### src/rtl/wb_master_bridge.sv
`timescale 1ns/1ps
`default_nettype none
// ============================================================================
//  Module   : wb_master_bridge
//  Purpose  : Single-outstanding Wishbone classic-cycle initiator. Takes one
//             command over a valid/ready handshake, runs one read or write
//             cycle, and returns the result over a valid/ready response port.
//             A bus watchdog aborts cycles to hung slaves, and a saturating
//             counter tallies erroring responses.
//  Ports    : clk_i/rst_i          clock, synchronous active-high reset
//             cmd_*                command handshake (we/addr/data/sel)
//             rsp_*                response handshake (data/err/timeout)
//             err_count            saturating count of error responses
//             wb_*_o / wb_*_i      Wishbone initiator interface
//  Revision : 1.0 - initial release
// ============================================================================
module wb_master_bridge #(
  parameter int AW      = 32,
  parameter int DW      = 32,
  parameter int TIMEOUT = 255
) (
  input  logic            clk_i,
  input  logic            rst_i,
  input  logic            cmd_valid,
  output logic            cmd_ready,
  input  logic            cmd_we,
  input  logic [AW-1:0]   cmd_addr,
  input  logic [DW-1:0]   cmd_data,
  input  logic [DW/8-1:0] cmd_sel,
  output logic            rsp_valid,
  input  logic            rsp_ready,
  output logic [DW-1:0]   rsp_data,
  output logic            rsp_err,
  output logic            rsp_timeout,
  output logic [7:0]      err_count,
  output logic [AW-1:0]   wb_addr_o,
  output logic [DW-1:0]   wb_data_o,
  output logic [DW/8-1:0] wb_sel_o,
  output logic            wb_we_o,
  output logic            wb_cyc_o,
  output logic            wb_stb_o,
  input  logic [DW-1:0]   wb_data_i,
  input  logic            wb_ack_i,
  input  logic            wb_err_i
);

  localparam logic [15:0] C_TIMEOUT = 16'(TIMEOUT);

  typedef enum logic [1:0] {
    ST_IDLE = 2'd0,
    ST_BUS  = 2'd1,
    ST_RESP = 2'd2
  } state_t;

  state_t            state_q, state_d;
  logic [AW-1:0]     wb_addr_q, wb_addr_d;
  logic [DW-1:0]     wb_data_q, wb_data_d;
  logic [DW/8-1:0]   wb_sel_q, wb_sel_d;
  logic              wb_we_q, wb_we_d;
  logic              wb_cyc_q, wb_cyc_d;
  logic              wb_stb_q, wb_stb_d;
  logic [DW-1:0]     rsp_data_q, rsp_data_d;
  logic              rsp_err_q, rsp_err_d;
  logic              rsp_timeout_q, rsp_timeout_d;
  logic [7:0]        err_count_q, err_count_d;
  logic [15:0]       wdog_q, wdog_d;
  logic [15:0]       wdog_inc;

  assign cmd_ready = (state_q == ST_IDLE) && !rst_i;
  assign wdog_inc  = wdog_q + 16'd1;

  always_comb begin
    state_d       = state_q;
    wb_addr_d     = wb_addr_q;
    wb_data_d     = wb_data_q;
    wb_sel_d      = wb_sel_q;
    wb_we_d       = wb_we_q;
    wb_cyc_d      = wb_cyc_q;
    wb_stb_d      = wb_stb_q;
    rsp_data_d    = rsp_data_q;
    rsp_err_d     = rsp_err_q;
    rsp_timeout_d = rsp_timeout_q;
    err_count_d   = err_count_q;
    wdog_d        = wdog_q;

    case (state_q)
      ST_IDLE: begin
        if (cmd_valid && cmd_ready) begin
          wb_addr_d = cmd_addr;
          wb_data_d = cmd_data;
          wb_sel_d  = cmd_sel;
          wb_we_d   = cmd_we;
          wb_cyc_d  = 1'b1;
          wb_stb_d  = 1'b1;
          wdog_d    = 16'd0;
          state_d   = ST_BUS;
        end
      end

      ST_BUS: begin
        wdog_d = wdog_inc;
        // Slave error beats ack; the watchdog only fires when neither arrives.
        if (wb_err_i) begin
          rsp_err_d     = 1'b1;
          rsp_timeout_d = 1'b0;
          rsp_data_d    = '0;
          state_d       = ST_RESP;
        end else if (wb_ack_i) begin
          rsp_err_d     = 1'b0;
          rsp_timeout_d = 1'b0;
          rsp_data_d    = wb_we_q ? '0 : wb_data_i;
          state_d       = ST_RESP;
        end else if (wdog_inc == C_TIMEOUT) begin
          rsp_err_d     = 1'b1;
          rsp_timeout_d = 1'b1;
          rsp_data_d    = '0;
          state_d       = ST_RESP;
        end

        if (state_d == ST_RESP) begin
          wb_cyc_d = 1'b0;
          wb_stb_d = 1'b0;
          wb_we_d  = 1'b0;
          if (rsp_err_d && (err_count_q != 8'hFF)) begin
            err_count_d = err_count_q + 8'd1;
          end
        end
      end

      ST_RESP: begin
        if (rsp_ready) begin
          state_d = ST_IDLE;
        end
      end

      default: state_d = ST_IDLE;
    endcase
  end

  always_ff @(posedge clk_i) begin
    if (rst_i) begin
      state_q       <= ST_IDLE;
      wb_addr_q     <= '0;
      wb_data_q     <= '0;
      wb_sel_q      <= '0;
      wb_we_q       <= 1'b0;
      wb_cyc_q      <= 1'b0;
      wb_stb_q      <= 1'b0;
      rsp_data_q    <= '0;
      rsp_err_q     <= 1'b0;
      rsp_timeout_q <= 1'b0;
      err_count_q   <= 8'd0;
      wdog_q        <= 16'd0;
    end else begin
      state_q       <= state_d;
      wb_addr_q     <= wb_addr_d;
      wb_data_q     <= wb_data_d;
      wb_sel_q      <= wb_sel_d;
      wb_we_q       <= wb_we_d;
      wb_cyc_q      <= wb_cyc_d;
      wb_stb_q      <= wb_stb_d;
      rsp_data_q    <= rsp_data_d;
      rsp_err_q     <= rsp_err_d;
      rsp_timeout_q <= rsp_timeout_d;
      err_count_q   <= err_count_d;
      wdog_q        <= wdog_d;
    end
  end

  // The response is valid exactly while parked in RESP.
  assign rsp_valid   = (state_q == ST_RESP);
  assign rsp_data    = rsp_data_q;
  assign rsp_err     = rsp_err_q;
  assign rsp_timeout = rsp_timeout_q;
  assign err_count   = err_count_q;
  assign wb_addr_o   = wb_addr_q;
  assign wb_data_o   = wb_data_q;
  assign wb_sel_o    = wb_sel_q;
  assign wb_we_o     = wb_we_q;
  assign wb_cyc_o    = wb_cyc_q;
  assign wb_stb_o    = wb_stb_q;

endmodule
`default_nettype wire

### config.mk
export PLATFORM = sky130hd
export DESIGN_NAME = wb_master_bridge
export DESIGN_NICKNAME = d
export VERILOG_FILES = /design/src/rtl/wb_master_bridge.sv
export SDC_FILE = /design/constraint.sdc
export NUM_CORES = 1
export LEC_CHECK = 0
export BUFFER_PORTS_ARGS = -buffer_cell sky130_fd_sc_hd__buf_2
export CAP_MARGIN = 20
export CORE_MARGIN = 3
export CORE_UTILIZATION = 43
export CTS_CLUSTER_SIZE = 16
export DETAILED_ROUTE_END_ITERATION = 7
export PLACE_DENSITY = 0.76
export SYNTH_ARGS = -nofsm -noshare
export SYNTH_HDL_FRONTEND = slang
export SYNTH_SLANG_ARGS = --single-unit
### constraint.sdc
create_clock -name clk_i -period 3 [get_ports clk_i]
set_clock_uncertainty 0.2 [all_clocks]
set_input_delay 0.45 -clock clk_i [delete_from_list [all_inputs] [get_ports clk_i]]
set_output_delay 0.45 -clock clk_i [all_outputs]
set_load 0.01 [all_outputs]
==> flow_metrics.env <==
export IMPL_status="completed"
export IMPL_rr_endpoint="err_count[4]"
export IMPL_cts_path_max_buffers=2
export IMPL_fin_nets=975
export IMPL_num_vias=5072
export IMPL_reg2reg_setup_slack_ns=0.16
export IMPL_period_needed_ns=2.84
export IMPL_core_rowCount=39
export IMPL_drv_slew=0
export IMPL_p_int_mw=3.30
export IMPL_synth_yosys_seq_area_share=0.500
export IMPL_hp_start="cmd_data[23]"
export IMPL_finalSetupViolCount=0
export IMPL_power_share_sequential=0.433
export IMPL_fmax_ghz=0.352
export IMPL_drtAntennaViolNets=0
export IMPL_grt_antenna_before_repair=0
export IMPL_rsz0062_at_grt="no"
export IMPL_hold_path_class="in2reg"
export IMPL_clkSinkCount=130
export IMPL_clk_latency_ns=0.41
export IMPL_power_mw=4.30
export IMPL_hold_path_end="wb_data_o[23]"
export IMPL_syn_area_per_cell_sq_um=8.07
export IMPL_initial_core_util=0.448
export IMPL_dr_pass1_iters=5
export IMPL_power_leakage_nw=3.40
export IMPL_grt_total_usage=0.198
export IMPL_grt_start_max_net_pins=135
export IMPL_whs_ns=0.0366
export IMPL_r2r_start="wdog_q[1]"
export IMPL_dieHeight_microns=116
export IMPL_cts_root_buf="clkbuf_16"
export IMPL_period_share=0.946
export IMPL_start_kind="flop"
export IMPL_switching_power_mw=0.994
export IMPL_wl_per_cell_microns=13.4
export IMPL_grt_pass1_vias=4625
export IMPL_cts_tree="done"
export IMPL_cp_arrival_ns=2.97
export IMPL_swShare=0.231
export IMPL_synth_distinct_cells=43
export IMPL_syn_to_final_growth_pct=38.0
export IMPL_worst_setup_path_end_kind="flop"
export IMPL_dieArea_sq_um=13500
export IMPL_coreArea_sq_um=11600
export IMPL_overflow=0
export IMPL_postCtsHoldBufs=0
export IMPL_port_buffers=221
export IMPL_post_route_drc_count=0
export IMPL_p_per_area_nw_per_um2=599
export IMPL_holdPathStages=3
export IMPL_synth_seq_cells=130
export IMPL_clock_power_share=0.462
export IMPL_layout_drive_gt1_share=0.330
export IMPL_htree_levels=4
export IMPL_crit_path_max_fanout=14
export IMPL_drt_total_wl_microns=13700
export IMPL_clkTransAtPathRegs_ns=0.05
export IMPL_antenna_cells=0
export IMPL_ios=222
export IMPL_n_fill_cell=1035
export IMPL_gp_congestion=0.849
export IMPL_worstMarginPinSlew_ns=0.594
export IMPL_ff2ff_path_depth=9
export IMPL_netlist_instances=645
export IMPL_pwr_share_comb=0.104
export IMPL_grt_pass1_wl_microns=21600
export IMPL_drt_iter0_markers=229
export IMPL_place_hpwl_microns=9530
export IMPL_layout_cells_non_filler=1018
export IMPL_ir_worst_vdd_mv=0.478
export IMPL_synth_area_sq_um=5200
export IMPL_max_slew_margin_rel=0.603
export IMPL_final_cell_mix="buf_2 (221), nand2_1 (213), dfxtp_1 (127)"
export IMPL_numCtsBuffers=17
export IMPL_yosysWarnings=0
export IMPL_drv_cap=0
export IMPL_hold_violations=0
export IMPL_place_area_sq_um=6560
export IMPL_design_area_sq_um=7180
export IMPL_mostFrequentLayoutCell="buf_2"
export IMPL_viasPerCell=4.98
export IMPL_fp_dieW_microns=116
export IMPL_cp_required_ns=3.13
export IMPL_dp_cells=987
export IMPL_syn_num_nets=755
export IMPL_crit_type="reg2reg"
power groups by stage:
stage                     sequential, mW  combinational [mW]  clock, mW
after floorplan                     1.94               0.185          0
after CTS                           1.86               0.448       2.03
final                               1.86               0.449       1.99
after global routing                1.87               0.499       2.10
after detailed placement            1.90               0.445          0
after global placement              1.89               0.440          0
synth_stat cells:
cell type | count | area, sq um
a41o_1 | 1 | 10.0
o21ai_0 | 86 | 430
nor2_1 | 22 | 82.6
nand3_1 | 11 | 55.1
and4_1 | 4 | 35.0
buf_4 | 1 | 7.51
nand3_2 | 1 | 10.0
a311oi_1 | 4 | 35.0
xnor2_1 | 3 | 26.3
a22oi_1 | 1 | 7.51
a31o_2 | 2 | 17.5
mux2i_1 | 36 | 360
ha_1 | 3 | 37.5
nor4b_1 | 1 | 8.76
o211ai_1 | 1 | 7.51
nand4_1 | 6 | 37.5
buf_2 | 6 | 30.0
nand4b_1 | 1 | 8.76
buf_1 | 1 | 3.75
a41oi_1 | 2 | 17.5
nor2b_1 | 2 | 12.5
inv_1 | 4 | 15.0
nand3b_1 | 1 | 7.51
nand2b_1 | 6 | 37.5
o31ai_1 | 2 | 15.0
a21oi_1 | 21 | 105
and2_0 | 1 | 6.26
nor3_1 | 4 | 20.0
nor4_1 | 1 | 6.26
nand2_1 | 213 | 800
dfxtp_1 | 130 | 2600
or3_1 | 8 | 50.1
a31oi_1 | 2 | 12.5
a211oi_1 | 2 | 15.0
and3_1 | 7 | 43.8
and2_1 | 2 | 12.5
o31a_1 | 1 | 8.76
buf_6 | 1 | 11.3
o211a_1 | 1 | 10.0
or2_2 | 1 | 6.26
clkbuf_1 | 39 | 146
xor2_1 | 2 | 17.5
a2111oi_2 | 1 | 15.0
kinds of logic (layout without fill, tap and decap cells):
group / after synthesis / after routing / share of synthesized area
compound gates: 127 / 127 / 0.136
flops: 130 / 130 / 0.500
fa+ha+maj: 3 / 3 / 0.00721
xor+xnor: 5 / 5 / 0.00841
simple gates: 292 / 292 / 0.238
buf+inv: 52 / 282 / 0.0411
mux: 36 / 36 / 0.0692
flip-flops by register name (all words and copies together) (netlist names):
signal	flops
err_count	8
rsp_data	32
rsp_err	1
rsp_timeout	1
state_q	2
wb_addr_o	32
wb_data_o	32
wb_sel_o	4
wb_stb_o	1
wb_we_o	1
wdog_q	16
final cells by class:
type	count	area (sq um)	share of cell area
flip-flops and latches	130	2610	0.363
multi-input cells	463	2430	0.339
repair buffers	249	1380	0.192
clock buffers	24	492	0.0685
well taps	143	179	0.0249
clock inverters	5	77.6	0.0108
inverters	4	15.0	0.00209
routing by layer:
| metal | routed length [microns] | GRT usage |
|---|---|---|
| met5 | 0 | 0 |
| met3 | 870 | 0.0721 |
| met4 | 139 | 0.0611 |
| met2 | 7010 | 0.333 |
| met1 | 5660 | 0.238 |
stage by stage:
step | utilization | setup WS [ns] | setup TNS, ns
final | 0.618 | 0.162 | 0
after CTS | 0.614 | 0.0298 | 0
after global routing | 0.618 | 0.0207 | 0
after global placement | 0.565 | 0.0625 | 0
after floorplan | - | 0.186 | 0
after detailed placement | 0.565 | -0.0194 | -0.0194
critical path, stage by stage (launching register included):
cell,delay [ns]
dfxtp_2,0.35
ha_4,0.16
nand3_2,0.08
or3_1,0.33
a2111oi_2,0.38
nand4_1,0.16
buf_4,0.17
o31a_4,0.40
or3_1,0.36
a21oi_1,0.16
worst max path at each step:
stage	end	depth (start not counted)	from
floorplan	err_count[6]	9	wdog_q[0]
finish	err_count[4]	9	wdog_q[1]
CTS	err_count[4]	9	wdog_q[1]
global route	err_count[3]	9	wdog_q[2]
global placement	err_count[3]	9	wdog_q[1]
detailed placement	err_count[4]	9	wdog_q[1]
what timing repair did:
item	4_1_cts	5_1_grt
pin swaps	0	1
buffers inserted	0	2
resized for setup	2	5
hold endpoints to repair	0	0
endpoints found under the setup margin	1	36
cloned	0	0
Power figures use the tool's default switching activity.
